### src/rtl/uart_recv.sv
`default_nettype none
// ============================================================================
// Module   : uart_recv
// Brief    : 8N1 UART receiver, LSB first, idle-high line. Two-flop input
//            synchroniser, mid-bit sampling with false-start rejection,
//            one-byte holding register with ready/ack handshake, sticky
//            overrun flag and frame-error pulse with break handling.
// Revision : 1.0 - initial release
// ============================================================================
module uart_recv #(
  parameter int CLOCK = 100000000,
  parameter int BAUD  = 9600
) (
  input  logic       clk,
  input  logic       rst,
  input  logic       Rx,
  input  logic       recv_ack,
  output logic [7:0] recv_data,
  output logic       recv_ready,
  output logic       recv_busy,
  output logic       frame_err,
  output logic       overrun
);

  // Clocks per bit and the counter sized to hold 0..CPB-1.
  localparam int CPB = CLOCK / BAUD;
  localparam int CW  = (CPB > 1) ? $clog2(CPB) : 1;

  localparam logic [CW-1:0] c_cnt_last = CW'(CPB - 1);
  localparam logic [CW-1:0] c_cnt_half = CW'(CPB / 2 - 1);
  localparam logic [CW-1:0] c_cnt_one  = CW'(1);

  typedef enum logic [1:0] {
    S_IDLE  = 2'd0,
    S_START = 2'd1,
    S_DATA  = 2'd2,
    S_STOP  = 2'd3
  } state_t;

  state_t        state_q;
  logic [CW-1:0] cnt_q;
  logic [2:0]    idx_q;
  logic [7:0]    shift_q;
  logic          brk_q;
  logic          rx_meta_q;
  logic          rx_s_q;
  logic          busy_q;
  logic          ferr_q;
  logic [7:0]    data_q;
  logic          ready_q;
  logic          over_q;
  logic          load_pulse;

  // Stop bit sampled high at mid-bit: the frame is good, hand it over.
  assign load_pulse = (state_q == S_STOP) && !brk_q &&
                      (cnt_q == c_cnt_last) && rx_s_q;

  // Two-flop synchroniser; resets to the idle-high line level.
  always_ff @(posedge clk or negedge rst) begin
    if (!rst) begin
      rx_meta_q <= 1'b1;
      rx_s_q    <= 1'b1;
    end else begin
      rx_meta_q <= Rx;
      rx_s_q    <= rx_meta_q;
    end
  end

  // Frame FSM: start detection, mid-bit data sampling, stop check, break wait.
  always_ff @(posedge clk or negedge rst) begin
    if (!rst) begin
      state_q <= S_IDLE;
      cnt_q   <= '0;
      idx_q   <= '0;
      shift_q <= '0;
      brk_q   <= 1'b0;
      busy_q  <= 1'b0;
      ferr_q  <= 1'b0;
    end else begin
      ferr_q <= 1'b0;
      unique case (state_q)
        S_IDLE: begin
          cnt_q <= '0;
          if (!rx_s_q) begin
            state_q <= S_START;
            busy_q  <= 1'b1;
          end
        end
        S_START: begin
          if (cnt_q == c_cnt_half) begin
            cnt_q <= '0;
            if (!rx_s_q) begin
              state_q <= S_DATA;
              idx_q   <= '0;
            end else begin
              // Start bit gone by mid-bit: a glitch, quietly go back.
              state_q <= S_IDLE;
              busy_q  <= 1'b0;
            end
          end else begin
            cnt_q <= cnt_q + c_cnt_one;
          end
        end
        S_DATA: begin
          if (cnt_q == c_cnt_last) begin
            cnt_q   <= '0;
            shift_q <= {rx_s_q, shift_q[7:1]};
            idx_q   <= idx_q + 3'd1;
            if (idx_q == 3'd7) begin
              state_q <= S_STOP;
            end
          end else begin
            cnt_q <= cnt_q + c_cnt_one;
          end
        end
        S_STOP: begin
          if (brk_q) begin
            // Line held low after a bad stop bit: wait for it to idle.
            if (rx_s_q) begin
              state_q <= S_IDLE;
              busy_q  <= 1'b0;
              brk_q   <= 1'b0;
              cnt_q   <= '0;
            end
          end else if (cnt_q == c_cnt_last) begin
            cnt_q <= '0;
            if (rx_s_q) begin
              state_q <= S_IDLE;
              busy_q  <= 1'b0;
            end else begin
              ferr_q <= 1'b1;
              brk_q  <= 1'b1;
            end
          end else begin
            cnt_q <= cnt_q + c_cnt_one;
          end
        end
        default: begin
          state_q <= S_IDLE;
          busy_q  <= 1'b0;
        end
      endcase
    end
  end

  // Holding register: load beats a same-cycle ack; unacked reload flags overrun.
  always_ff @(posedge clk or negedge rst) begin
    if (!rst) begin
      data_q  <= 8'h00;
      ready_q <= 1'b0;
      over_q  <= 1'b0;
    end else begin
      if (load_pulse) begin
        data_q  <= shift_q;
        ready_q <= 1'b1;
        if (ready_q && !recv_ack) begin
          over_q <= 1'b1;
        end else if (ready_q && recv_ack) begin
          over_q <= 1'b0;
        end
      end else if (recv_ack && ready_q) begin
        ready_q <= 1'b0;
        over_q  <= 1'b0;
      end
    end
  end

  assign recv_data  = data_q;
  assign recv_ready = ready_q;
  assign recv_busy  = busy_q;
  assign frame_err  = ferr_q;
  assign overrun    = over_q;

endmodule
`default_nettype wire
### config.mk
export PLATFORM = sky130hd
export DESIGN_NAME = uart_recv
export DESIGN_NICKNAME = d
export VERILOG_FILES = /design/src/rtl/uart_recv.sv
export SDC_FILE = /design/constraint.sdc
export NUM_CORES = 1
export LEC_CHECK = 0
export ABC_AREA = 1
export ABC_CLOCK_PERIOD_IN_PS = 3300
export CORE_ASPECT_RATIO = 1.1
export CORE_MARGIN = 1
export CORE_UTILIZATION = 30
export CTS_CLUSTER_SIZE = 8
export DETAILED_ROUTE_END_ITERATION = 16
export PLACE_DENSITY = 0.52
export SYNTH_ARGS = -nofsm -noshare
export SYNTH_HDL_FRONTEND = slang
export SYNTH_SLANG_ARGS = --single-unit
### constraint.sdc
create_clock -name clk -period 3.3 [get_ports clk]
set_input_delay 0.495 -clock clk [delete_from_list [all_inputs] [get_ports clk]]
set_output_delay 0.495 -clock clk [all_outputs]
set_load 0.05 [all_outputs]
Yosys cells after proc, flatten, opt, wreduce, memory -nomap -nowiden
Cells that the tools add are included.

word-level totals
  bits in registers = 42
  output and inout bits = 12
  word-level logic and storage cells = 76
  bits of input ports = 4

operators by class
  reduce and logical (&&, ||, !) cells = 15
  equality and inequality tests = 13
  add/subtract/negate cells = 2
  muxes and demuxes = 34

operators by type and width
  kind                                                   number
  2-to-1 mux 14 bit                                      4
  case mux 14 bit (4 select lines)                       1
  2-to-1 mux 2 bit                                       8
  2-to-1 mux 1 bit                                       15
  adder 14 x 1 -> 14 bit, second input constant          1
  == test 14 x 13 -> 1 bit, second input constant        1
  == test 14 bit, second input constant                  1
  inequality test 2 bit, second input constant           5
  2-to-1 mux 3 bit                                       3
  case mux 2 bit (4 select lines)                        1
  AND reduction 4 bit                                    2
  case mux 3 bit (2 select lines)                        1
  logical AND 1 bit                                      5
  AND reduction 5 bit                                    1
  == test 2 bit, second input constant                   2
  nonzero test 2 bit                                     2
  adder 3 x 1 -> 3 bit, second input constant            1
  == test 3 bit, second input constant                   1
  inequality test 3 x 2 -> 1 bit, second input constant  1
  inequality test 3 bit, second input constant           1
  case mux 1 bit (3 select lines)                        1
  nonzero test 3 bit                                     1
  == test 2 x 1 -> 1 bit, second input constant          1
  zero test 1 bit                                        2
  other kinds (2)                                        2

Longest topological paths before layout
Gate-level depths: netlist of the first run.

  word-level depth = 5
  mapped depth = 13
  depth with buffers taken out = 12

Worst setup path before layout of the first run
OpenSTA, ideal clock, no wires.

  path kind = reg2reg
  from = reg rx_s_q
  to = reg cnt_q[8]
  period minus slack after synthesis = 1.499 ns
  arrival time = 1.386 ns
  slack = 1.801 ns
  setup time = 0.113 ns
  cell stages (with the launch flop) = 11
  path buffers = 1
  data required time = 3.187 ns
  cells stage by stage = dfstp_2 > buf_2 > inv_2 > nand4_2 > inv_2 > nor2_1 > nand2_1 > xor2_1 > inv_1 > nand2_1 > inv_1

between the ends
  cells in the longest elaborated chain, start to end = 1

ends and longest elaborated chain
  element                                 RTL line  RTL
  from (decl)                             46        logic rx_s_q;
  from (signal assigned)                  65        rx_s_q <= rx_meta_q;
  inequality test 3 bit (no source line)  -
  to (signal assigned)                    101       cnt_q <= cnt_q + c_cnt_one;
  to (signal assigned)                    113       cnt_q <= cnt_q + c_cnt_one;
  to (signal assigned)                    135       cnt_q <= cnt_q + c_cnt_one;
  to (decl)                               41        logic [CW-1:0] cnt_q;

Every way passes these cells.
A chain may end at the register's enable or synchronous reset.

Worst setup path after layout of the first run
  from = reg data_q[4] (netlist: recv_data[4])
  to = out recv_data[4]

RTL lines
  element                 RTL line  RTL
  from (decl)             49        logic [7:0] data_q;
  from (signal assigned)  154       data_q <= shift_q;
  to (decl)               18        output logic [7:0] recv_data,

No word-level cell between the ends.

==> results.ini, run 1 <==
[run_status]
status = completed

[yosys]
postSynthAreaPerCell_um2 = 8.22
ys_seq_area_frac = 0.485
synth_top_area_frac = 0.461
ys_top_cells_by_area = dfrtp_1, nand2_1, inv_1
synth-seq-cells = 42
yosysTopAreaCell = dfrtp_1
synth.distinct_cells = 29
synth_warnings = 0
netlist_instances = 264
syn_area_um2 = 2170
synth_nets = 271

[place]
hpwl_um = 3060
io_buffers = 15
routabilityCongestion = 0.844
place_area_um2 = 2360
pre_cts_ws_ns = 1.39

[global_route]
grt_first_pass_wirelength_um = 7510
grt_max_degree = 43
overflow = 0
grt_usage = 0.123
grt_pass1_vias = 1595
grt_antenna_before_repair = 0

[clock_network]
insertion_delay_ns = 0.29
cts-resized-gates = 0
cts_setup_buffers = 0
h-tree-depth = 2
clock_sinks = 42
cts_tree = yes
cts.path.max_buffers = 2
ctsHoldBuffers = 0
cts.clk_slew.worst_paths_ns = 0.08
cts-buffers-inserted = 5
cts-root-buf = clkbuf_8

[sta]
setup_viol = 0
slew_headroom = 0.369
fin_ws_ns = 1.34
fin_worst_skew_ns = 0.00462
min_period_ns = 1.96
drv_slew = 0
max_freq_mhz = 511
finalHoldViolCount = 0
tns_ns = 0
rsz0062_at_grt = no
period_share = 0.593
worst_pin_slew_ns = 0.946

[setup_path]
crit_chain = clkdlybuf4s50_1
start_kind = flip-flop
slowest_stage = clkdlybuf4s50_1
end_kind = output port
path_buf_inv = 1
worst-setup-path-type = flip-flop to output port
path_max_fanout = 2
crit_arrival_ns = 1.46
required_ns = 2.80
max_stage_delay_ns = 0.81
cpLargestDelayFamily = buffers and inverters

[floorplanning]
core-area_um2 = 7010
pin_count = 16
die_y_um = 91.2
rows = 32
design.die.area_um2 = 7580
start_util = 0.310
die_w_um = 83.1

[power]
peakVddDrop_uv = 207
power_mw = 0.943
power_density_nw_per_um2 = 381
leakage_nw = 1.16

[cells_and_area]
area_growth_pct = 13.9
final_cell_mix = nand2_1, dfrtp_1, inv_1
final_area_um2 = 2470
drive_gt1_frac = 0.100
final_nets = 286
diodes = 0
fill_cells = 745
layout_commonest_cell = nand2_1
fin_util = 0.353

[routing]
wl_um = 4210
antenna_left = 0
routed-via-count = 1614
drt-initial-drc-count = 72
drc = 0
viasPerCell = 4.42
dr.pass1.iters = 4
wl_per_cell_um = 11.5

[hold_path]
min-delay-path-class = input pin to async pin

[run]
drv_cap = 0

[report_power, final]
group / internal [mW] / switching [mW] / total (mW) / leakage (nW)
registers: 0.517 / 0.00264 / 0.520 / 0.559
logic: 0.00518 / 0.0161 / 0.0213 / 0.545
clock network: 0.226 / 0.176 / 0.402 / 0.0514
total: 0.748 / 0.195 / 0.943 / 1.16
[cells by family after synthesis]
group,synth area share
AND/OR/NAND/NOR,0.267
buffers and inverters,0.102
flip-flops,0.485
AO/OA/AOI/OAI,0.0594
XOR/XNOR,0.0363
multiplexers,0.0323
adder cells (fa/ha/maj),0.0173
[cells in the mapped netlist]
| master | instances |
|---|---|
| o21ai_2 | 1 |
| buf_2 | 3 |
| o22ai_1 | 1 |
| nand2_2 | 4 |
| buf_8 | 1 |
| xor2_1 | 9 |
| o211ai_1 | 1 |
| nor4_1 | 1 |
| inv_2 | 4 |
| nand4_2 | 1 |
| inv_1 | 39 |
| nand3_4 | 1 |
| o21ai_1 | 9 |
| nand2_1 | 71 |
| a31oi_1 | 1 |
| dfstp_2 | 2 |
| buf_4 | 1 |
| dfrtp_1 | 40 |
| nor2_1 | 19 |
| nor2_2 | 6 |
| nand4_1 | 6 |
| nor3_1 | 5 |
| mux2i_1 | 7 |
| buf_6 | 2 |
| nor2_4 | 1 |
| o21ai_0 | 8 |
| a21oi_1 | 3 |
| ha_1 | 3 |
| nand3_1 | 14 |
[path summary, 6_finish.rpt]
check	startpoint	to	slack, ns	cells after the start
max	recv_data[4]$_DFFE_PN0P_	recv_data[4]	1.34	1
min	rst	idx_q[1]$_DFFE_PN0P_	0.35	1
max reg2reg	state_q[0]$_DFFE_PN0P_	recv_data[7]$_DFFE_PN0P_	1.42	5
min reg2reg	rx_meta_q$_DFF_PN1_	rx_s_q$_DFF_PN1_	0.36	0
max in group asynchronous	rst	brk_q$_DFFE_PN0P_	2.36	1
min in group clk	rx_meta_q$_DFF_PN1_	rx_s_q$_DFF_PN1_	0.36	0
[through the flow]
step	std cells	hold slack, ns
global route	365	0.362
detailed placement	357	0.348
floorplan	264	0.199
CTS	365	0.360
finish	365	0.351
global placement	357	0.347
[flip-flops by register name (all words and copies together) (netlist names), named ones only]
name	count
recv_data	8
frame_err	1
recv_ready	1
state_q	1
idx_q	3
rx_s_q	1
cnt_q	14
recv_busy	1
shift_q	8
brk_q	1
rx_meta_q	1
[layout make-up]
type | count | area [um2] | share of cell area
clock inverter | 2 | 37.5 | 0.0152
timing repair buffer | 15 | 145 | 0.0587
tap | 85 | 106 | 0.0430
multi-input combinational | 172 | 896 | 0.362
sequential | 42 | 1050 | 0.426
inverter | 43 | 161 | 0.0653
clock buffer | 6 | 72.6 | 0.0294
[metal layers]
metal,part of all wire,track usage,vias to the layer above
met5,0,0,-
met4,0.034,0.0575,0
met3,0.032,0.0245,12
met2,0.44,0.190,28
met1,0.49,0.166,722
li1,-,-,852
Note: power is estimated with default switching activity, not from simulation.
==> run 2: changes to the inputs <==
--- a/config.mk
+++ b/config.mk
@@ -6,13 +6,13 @@
 export NUM_CORES = 1
 export LEC_CHECK = 0
 export ABC_AREA = 1
-export ABC_CLOCK_PERIOD_IN_PS = 3300
+export ABC_CLOCK_PERIOD_IN_PS = 1760
 export CORE_ASPECT_RATIO = 1.1
 export CORE_MARGIN = 1
 export CORE_UTILIZATION = 30
 export CTS_CLUSTER_SIZE = 8
 export DETAILED_ROUTE_END_ITERATION = 16
-export PLACE_DENSITY = 0.52
+export PLACE_DENSITY = 0.54
 export SYNTH_ARGS = -nofsm -noshare
 export SYNTH_HDL_FRONTEND = slang
 export SYNTH_SLANG_ARGS = --single-unit
==> constraint.sdc (replaced) <==
create_clock -name clk -period 1.76 [get_ports clk]
set_input_delay 0.264 -clock clk [delete_from_list [all_inputs] [get_ports clk]]
set_output_delay 0.264 -clock clk [all_outputs]
set_load 0.05 [all_outputs]
==> results.ini, run 2 (synthesized netlist as in run 1, its figures left out) <==
[place]
io_buffers = 15  ; unchanged
routabilityCongestion = 0.835  ; -1.1%
hpwl_um = 3080  ; +0.86%

[setup_path]
path_max_fanout = 2  ; unchanged
crit_arrival_ns = 1.46  ; about the same
worst-setup-path-type = flip-flop to output port
cpLargestDelayFamily = buffers and inverters
end_kind = output port
path_buf_inv = 1  ; unchanged
r2r_end = cnt_q[0]$_DFFE_PN0P_
slowest_stage = clkdlybuf4s50_1
required_ns = 1.50  ; -1.30 ns
reg2reg_setup_slack_ns = 0.14  ; -1.28 ns
crit_chain = clkdlybuf4s50_1
r2r_cells = 12  ; +7
r2r_start = cnt_q[1]$_DFFE_PN0P_
max_stage_delay_ns = 0.80  ; about the same
start_kind = flip-flop

[cells_and_area]
final_nets = 295  ; +3.1%
fin_util = 0.366  ; +0.0132
seqCellArea_um2 = 1050  ; unchanged
fill_cells = 712  ; -4.4%
largest_reg_flops = 14  ; unchanged
diodes = 0  ; unchanged
max_flop_register = cnt_q
area_growth_pct = 18.2
layout_commonest_cell = nand2_1
final_cell_mix = nand2_1, dfrtp_1, inv_1
multi_input_area_um2 = 921  ; +2.8%
drive_gt1_frac = 0.163  ; +0.0626

[sta]
setup_viol = 0  ; unchanged
tns_ns = 0  ; unchanged
min_period_ns = 1.72
drv_slew = 0  ; unchanged
worst_pin_slew_ns = 0.500  ; -0.446 ns
period_share = 0.979
holdWs_ns = 0.359  ; +0.00765 ns
finalHoldViolCount = 0  ; unchanged
slew_headroom = 0.665  ; +0.296
max_freq_mhz = 580
rsz0062_at_grt = no
fin_worst_skew_ns = 0.00724  ; +0.00262 ns

[floorplanning]
core-area_um2 = 7010  ; unchanged
rows = 32  ; unchanged
pin_count = 16  ; unchanged
die_y_um = 91.2  ; unchanged
design.die.area_um2 = 7580  ; unchanged
die_w_um = 83.1  ; unchanged
start_util = 0.310  ; unchanged

[power]
power_density_nw_per_um2 = 700  ; +84%
p_int_mw = 1.41  ; +88%
p_clk_frac = 0.430  ; +0.004
seqPwrFrac = 0.541  ; -0.011
leakage_nw = 1.21  ; +5.0%
p_comb_frac = 0.028  ; +0.005
peakVddDrop_uv = 496  ; +140%
p_sw_mw = 0.386  ; +98%
p_sw_frac = 0.215  ; +0.00855

[global_route]
use_met2 = 0.192  ; +0.00205
grt_usage = 0.122  ; -0.00176
grt_pass1_vias = 1571  ; -1.5%
grt_max_degree = 43  ; unchanged
overflow = 0  ; unchanged
grt_antenna_before_repair = 0  ; unchanged
gr-usage-met1 = 0.165  ; -0.00154
grt_first_pass_wirelength_um = 7330  ; -2.5%
grt_util_met3 = 0.0255  ; +0.000909
top_usage_layer = met2

[routing]
dr.pass1.iters = 4  ; unchanged
viasPerCell = 4.40  ; -0.53%
antenna_left = 0  ; unchanged
wl_um = 4240  ; +0.67%
wl_per_cell_um = 11.3  ; -1.8%
routed-via-count = 1645  ; +1.9%
drt-initial-drc-count = 42  ; -42%
drc = 0  ; unchanged

[hold_path]
min-delay-path-class = flip-flop to flip-flop
min_from = rx_meta_q$_DFF_PN1_
whs_endpoint = rx_s_q$_DFF_PN1_
holdPathStages = 0

[clock_network]
cts.path.max_buffers = 2  ; unchanged
cts-root-buf = clkbuf_8
cts-buffers-inserted = 5  ; unchanged
insertion_delay_ns = 0.30  ; about the same
clock_sinks = 42  ; unchanged
cts_tree = yes
h-tree-depth = 2  ; unchanged
cts.clk_slew.worst_paths_ns = 0.09  ; about the same

[run]
drv_cap = 0  ; unchanged

[run_status]
status = completed

run 2: how the worst max path moves through the flow:
stage	slack [ns]	endpoint	depth (start not counted)	startpoint
2_1_floorplan	0.26	cnt_q[8]$_DFFE_PN0P_	10	rx_s_q$_DFF_PN1_
3_3_place_gp	0.08	cnt_q[13]$_DFFE_PN0P_	10	cnt_q[1]$_DFFE_PN0P_
3_5_place_dp	0.006	cnt_q[0]$_DFFE_PN0P_	10	cnt_q[1]$_DFFE_PN0P_
4_1_cts	0.03	recv_data[4]	1	recv_data[4]$_DFFE_PN0P_
5_1_grt	0.002	recv_data[5]	1	recv_data[5]$_DFFE_PN0P_
6_report	0.04	recv_data[4]	1	recv_data[4]$_DFFE_PN0P_
run 2: timing repair:
action	in CTS	in global routing
resized for setup	1	6
endpoints found under the hold margin	40	0
setup buffers	0	0
cloned	0	0
hold buffers	1	0
endpoints found under the setup margin	1	16
run 2: metal layers:
| metal | wire [um] | share of wire |
|---|---|---|
| met5 | 0 | 0 |
| met4 | 54 | 0.013 |
| met3 | 162 | 0.038 |
| met2 | 1880 | 0.44 |
| met1 | 2140 | 0.50 |
run 2: power groups by stage:
| stage | sequential (mW) | clock, mW | combinational [mW] |
|---|---|---|---|
| detailed placement | 0.992 | 0 | 0.0511 |
| floorplan | 0.998 | 0 | 0.00770 |
| finish | 0.972 | 0.773 | 0.0506 |
| CTS | 0.973 | 0.792 | 0.0526 |
| global route | 0.973 | 0.823 | 0.0573 |
| global placement | 0.992 | 0 | 0.0512 |
run 2: area by class of cell:
type	instances	area share
Clock inverter	2	0.0146
Tap cell	85	0.0415
Sequential cell	42	0.411
Timing Repair Buffer	24	0.0810
Clock buffer	6	0.0283
Multi-Input combinational cell	172	0.359
Inverter	43	0.0649
run 2: per-stage QoR:
step                instances  setup slack [ns]  power, mW  cell area, um2
detailed placement        365           0.00567       1.04            2410
floorplan                 264             0.261       1.01            2170
global placement          365            0.0777       1.04            2410
global route              374           0.00151       1.85            2560
CTS                       374            0.0272       1.82            2540
finish                    374            0.0368       1.80            2560
